[src/rtl/alu_seq.sv]
// alu_seq: sequential add/sub/shift-add mul/restoring div unit.
// Optional divider enabled by defining ALU_SEQ_DIV_EN.
module alu_seq #(
  parameter int WIDTH = 6
) (
  input  logic               clk,
  input  logic               rst,
  input  logic               start,
  input  logic [1:0]         func,
  input  logic [WIDTH-1:0]   a,
  input  logic [WIDTH-1:0]   b,
  output logic               busy,
  output logic               done,
  output logic [2*WIDTH-1:0] out,
  output logic               ovf
);

  localparam int CW = $clog2(WIDTH + 1);
  localparam int W2 = 2 * WIDTH;

  typedef enum logic [1:0] {
    IDLE = 2'd0,
    RUN  = 2'd1,
    FIN  = 2'd2
  } state_t;

  state_t           state_q, state_d;
  logic [CW-1:0]    cnt_q, cnt_d;
  logic [1:0]       func_q, func_d;
  logic [W2-1:0]    opa_q, opa_d;
  logic [WIDTH-1:0] opb_q, opb_d;
  logic [W2-1:0]    acc_q, acc_d;
  logic [W2-1:0]    out_q, out_d;
  logic             ovf_q, ovf_d;

  logic [WIDTH:0]   sum;
  logic [WIDTH-1:0] diff;
  logic [W2-1:0]    mul_acc;
  logic             long_op;

`ifdef ALU_SEQ_DIV_EN
  logic [WIDTH:0]   rem_sh;
  logic             div_ge;
  logic [WIDTH-1:0] div_rem;
  logic [WIDTH-1:0] div_quo;
  logic             div_zero;
`endif

  assign busy = (state_q == RUN);
  assign done = (state_q == FIN);
  assign out  = out_q;
  assign ovf  = ovf_q;

  // Datapath for one step: single-cycle results plus one mul/div iteration.
  always_comb begin
    sum     = {1'b0, opa_q[WIDTH-1:0]} + {1'b0, opb_q};
    diff    = opa_q[WIDTH-1:0] - opb_q;
    mul_acc = opb_q[0] ? (acc_q + opa_q) : acc_q;
`ifdef ALU_SEQ_DIV_EN
    // Remainder stays below the divisor, so W-bit subtraction is exact.
    rem_sh   = {acc_q[WIDTH-1:0], opb_q[WIDTH-1]};
    div_ge   = rem_sh >= {1'b0, opa_q[WIDTH-1:0]};
    div_rem  = div_ge ? (rem_sh[WIDTH-1:0] - opa_q[WIDTH-1:0])
                      : rem_sh[WIDTH-1:0];
    div_quo  = {opb_q[WIDTH-2:0], div_ge};
    div_zero = (opa_q[WIDTH-1:0] == '0);
    long_op  = (func == 2'b10) || ((func == 2'b11) && (b != '0));
`else
    long_op  = (func == 2'b10);
`endif
  end

  // Next-state, operand latching, iteration and result write-back.
  always_comb begin
    state_d = state_q;
    cnt_d   = cnt_q;
    func_d  = func_q;
    opa_d   = opa_q;
    opb_d   = opb_q;
    acc_d   = acc_q;
    out_d   = out_q;
    ovf_d   = ovf_q;
    unique case (state_q)
      IDLE, FIN: begin
        state_d = IDLE;
        if (start) begin
          state_d = RUN;
          func_d  = func;
          acc_d   = '0;
          cnt_d   = long_op ? CW'(WIDTH) : CW'(1);
          // Divider takes the divisor in opa and shifts the dividend in opb.
          if (func == 2'b11) begin
            opa_d = {{WIDTH{1'b0}}, b};
            opb_d = a;
          end else begin
            opa_d = {{WIDTH{1'b0}}, a};
            opb_d = b;
          end
        end
      end
      RUN: begin
        cnt_d = cnt_q - CW'(1);
        if (func_q == 2'b10) begin
          acc_d = mul_acc;
          opa_d = opa_q << 1;
          opb_d = opb_q >> 1;
        end
`ifdef ALU_SEQ_DIV_EN
        if (func_q == 2'b11) begin
          acc_d = {{WIDTH{1'b0}}, div_rem};
          opb_d = div_quo;
        end
`endif
        if (cnt_q == CW'(1)) begin
          state_d = FIN;
          unique case (func_q)
            2'b00: begin
              out_d = {{WIDTH{1'b0}}, sum[WIDTH-1:0]};
              ovf_d = sum[WIDTH];
            end
            2'b01: begin
              out_d = {{WIDTH{1'b0}}, diff};
              ovf_d = opa_q[WIDTH-1:0] < opb_q;
            end
            2'b10: begin
              out_d = mul_acc;
              ovf_d = 1'b0;
            end
            default: begin
`ifdef ALU_SEQ_DIV_EN
              if (div_zero) begin
                out_d = {{WIDTH{1'b1}}, opb_q};
                ovf_d = 1'b1;
              end else begin
                out_d = {div_quo, div_rem};
                ovf_d = 1'b0;
              end
`else
              out_d = '0;
              ovf_d = 1'b1;
`endif
            end
          endcase
        end
      end
      default: state_d = IDLE;
    endcase
  end

  // State and datapath registers; reset aborts any operation at once.
  always_ff @(posedge clk or posedge rst) begin
    if (rst) begin
      state_q <= IDLE;
      cnt_q   <= '0;
      func_q  <= '0;
      opa_q   <= '0;
      opb_q   <= '0;
      acc_q   <= '0;
      out_q   <= '0;
      ovf_q   <= 1'b0;
    end else begin
      state_q <= state_d;
      cnt_q   <= cnt_d;
      func_q  <= func_d;
      opa_q   <= opa_d;
      opb_q   <= opb_d;
      acc_q   <= acc_d;
      out_q   <= out_d;
      ovf_q   <= ovf_d;
    end
  end

endmodule

[config.mk]
export PLATFORM = sky130hd
export DESIGN_NAME = alu_seq
export DESIGN_NICKNAME = d
export VERILOG_FILES = /design/src/rtl/alu_seq.sv
export SDC_FILE = /design/constraint.sdc
export NUM_CORES = 1
export LEC_CHECK = 0
export CAP_MARGIN = 40
export CORE_ASPECT_RATIO = 0.9
export CORE_UTILIZATION = 55
export CTS_BUF_LIST = sky130_fd_sc_hd__clkbuf_8
export DETAILED_ROUTE_END_ITERATION = 12
export MAX_ROUTING_LAYER = met4
export PLACE_DENSITY = 0.86
export SYNTH_ARGS = -nofsm -noshare
export SYNTH_HDL_FRONTEND = slang
export SYNTH_SLANG_ARGS = --single-unit
[constraint.sdc]
create_clock -name clk -period 2.4 [get_ports clk]
set_input_delay 0.24 -clock clk [delete_from_list [all_inputs] [get_ports clk]]
set_output_delay 0.24 -clock clk [all_outputs]
set_load 0.01 [all_outputs]
==> flow_summary.yaml <==
floorplan:
  die_x_um: 84.63
  core_area_um2: 5791
  die_h_um: 76.37
  rows: 26
  die_area_um2: 6462
  pin_count: 32
  start_util_pct: 58.36
clock_network:
  cts_buffer_depth: 2
  htreeDepth: 2
  clkTransAtPathRegs_ps: 100
  clock_latency_ps: 310
  cts_tree: "yes"
  cts_root_buf: "clkbuf_8"
  numCtsBuffers: 5
  clock_sinks: 50
  ctsHoldBuffers: 0
detailed_routing:
  m1WireLength_mm: 3.700
  top_layer: "met4"
  wl_met3_um: 399
  vias: 2948
  drc: 0
  ant_nets: 0
  drt_iter0_markers: 247
  avgRoutedWirePerCell_um: 16.36
  postRouteWirelength_mm: 7.967
  met2_length_mm: 3.720
  viasPerCell: 6.053
  drtPass1Iterations: 8
yosys:
  ys.flop_type: "dfrtp_1"
  synth_warnings: 0
  syn-instance-count: 385
  async_flop_share_pct: 100.0
  ys_types: 58
  syn-num-nets: 430
  synth.area.top_cells: "dfrtp_1, ha_1, nand2_1"
  post_synth.cell_area_avg_um2: 8.778
  ys_ff_latch: 50
  ys_seq_area_share_pct: 37.02
  synth_edf_count: 0
  synth_top_area_cell: "dfrtp_1"
  synth_top_area_share_pct: 37.02
  syn_area_um2: 3379
critical_path:
  crit_arrival_ps: 2490
  endpoint_kind: "flop"
  crit_type: "flop to flop"
  required_ps: 2650
  startpoint_type: "flop"
  cp_max_fo: 5
power_and_ir_drop:
  p_leak_nw: 1.777
  ir_drop_mv: 0.5213
  clock_power_share_pct: 10.9
  power_density_nw_per_um2: 1241
  combPwrFrac_pct: 58.2
  switching_share_pct: 46.16
  cellInternalPower_mw: 2.603
  power_switching_mw: 2.231
  seqPwrFrac_pct: 30.8
  power.total_mw: 4.833
global_routing:
  grt_pass1_wl_mm: 13.25
  grt_max_degree: 51
  grt_usage_pct: 26.96
  antenna_found_initial: 0
  first_global_vias: 2773
  grt_overflow_total: 0
place:
  place_ws_ps: 160.4
  gp_congestion: 0.9223
  port-buffer-count: 31
  hpwl_mm: 5.790
layout:
  num_antenna_cells: 0
  layout-drive-gt1-share_pct: 9.353
  final_cell_mix: "nand2_1, dfrtp_1, o21ai_0"
  fin_nets: 461
  final_core_util_pct: 67.29
  syn_to_final_growth_pct: 15.29
  mostFrequentLayoutCell: "nand2_1"
sta:
  holdWs_ps: 272.0
  worstMarginPinSlew_ps: 683.1
  fin_skew_ps: 8.429
  finalSetupViolCount: 0
  slew_viol_final: 0
  min_period_ps: 2239
  rsz0062_at_grt: "no"
  setup_ws_ps: 160.7
  fin_crit_sh_pct: 93.30
  finalHoldViolCount: 0
  fmax_ghz: 0.4466
  maxSlewHeadroom_pct: 54.46
  fin_setup_tns_ps: 0
outcome:
  status: "finished, final reports clean"
hold_path:
  min_path_type: "input pin to async pin"
job:
  cap_violations: 0
==> per-layer routing <==
| metal | global-route usage [%] | up-vias |
|---|---|---|
| li1 | - | 1428 |
| met2 | 41.54 | 105 |
| met1 | 37.10 | 1404 |
| met3 | 3.467 | 11 |
| met4 | 8.814 | 0 |
| met5 | - | - |
==> worst max-delay path: stages (launching register included) <==
cell,delay (ps)
dfrtp_1,420
ha_1,220
inv_1,70
fa_1,420
nor2b_4,130
o21ai_1,60
nand2b_1,120
a31oi_2,140
o21ai_2,220
mux2_4,310
nand2_1,60
==> Yosys cell counts, types with 2 or more instances <==
library cell / instances
nand3_1: 19
o21ai_0: 39
and3_1: 3
a32oi_1: 2
nand2b_1: 5
ha_1: 25
a21oi_1: 36
nor2b_1: 7
a31oi_1: 2
dfrtp_1: 50
o21ai_2: 2
nand2_1: 53
xnor2_1: 6
o21bai_1: 4
mux2i_1: 9
o221ai_1: 4
fa_1: 3
nor3_1: 9
a21o_1: 4
clkbuf_1: 13
buf_2: 5
a211oi_1: 2
xor2_1: 5
inv_1: 24
o21ai_1: 2
o21a_1: 7
nor2_1: 9
a22o_1: 4
a311oi_1: 2
a211o_1: 2
==> kinds of logic (layout without fill, tap and decap cells) <==
family | after synthesis | count (layout) | share of synthesized area [%]
xor+xnor | 11 | 11 | 2.851
flops | 50 | 50 | 37.02
mux | 11 | 11 | 3.517
compound gates | 126 | 126 | 24.07
simple gates | 113 | 113 | 15.85
buf+inv | 46 | 78 | 5.664
fa+ha+maj | 28 | 28 | 11.03
==> power by group through the flow <==
stage                     sequential (mW)  clock, mW  combinational (mW)
after global routing                 1.53      0.564                3.14
after CTS                            1.48      0.531                2.78
after global placement               1.48          0                2.68
after detailed placement             1.50          0                2.76
after floorplan                      1.46          0                1.96
final                                1.49      0.528                2.81
==> what timing repair did <==
| action | CTS | global route |
|---|---|---|
| resized for setup | 0 | 1 |
| buffers inserted | 0 | 1 |
| setup endpoints to repair | 0 | 4 |
==> layout make-up <==
class / instances / area, um^2
flip-flops and latches: 50 / 1251
repair buffers: 44 / 420.4
inverters: 26 / 98.84
clock buffers: 6 / 82.58
well taps: 70 / 87.58
fillers: 468 / 1894
multi-input cells: 289 / 1943
clock inverters: 2 / 12.51
==> path summary, 6_finish.rpt <==
path                       startpoint  depth (start not counted)  slack [ps]  endpoint
hold / removal                    rst                          3         270    out[7]
max in group asynchronous         rst                          3        1870  opa_q[1]
setup / recovery             opa_q[0]                         10         160    out[8]
min in group clk                  ovf                          2         490       ovf
hold reg to reg                   ovf                          2         490       ovf
setup reg to reg             opa_q[0]                         10         160    out[8]
==> metrics by stage <==
stage	cells	area, um^2
after floorplan	385	3379
after global placement	478	3787
after detailed placement	478	3787
after CTS	486	3882
after global routing	487	3896
final	487	3896
==> state kept, by name, summed over array words and instances (netlist names) <==
register / cells
state_q: 2
opb_q: 6
cnt_q: 3
func_q: 2
acc_q: 12
out: 12
ovf: 1
opa_q: 12
(Power assumes the default switching activity.)
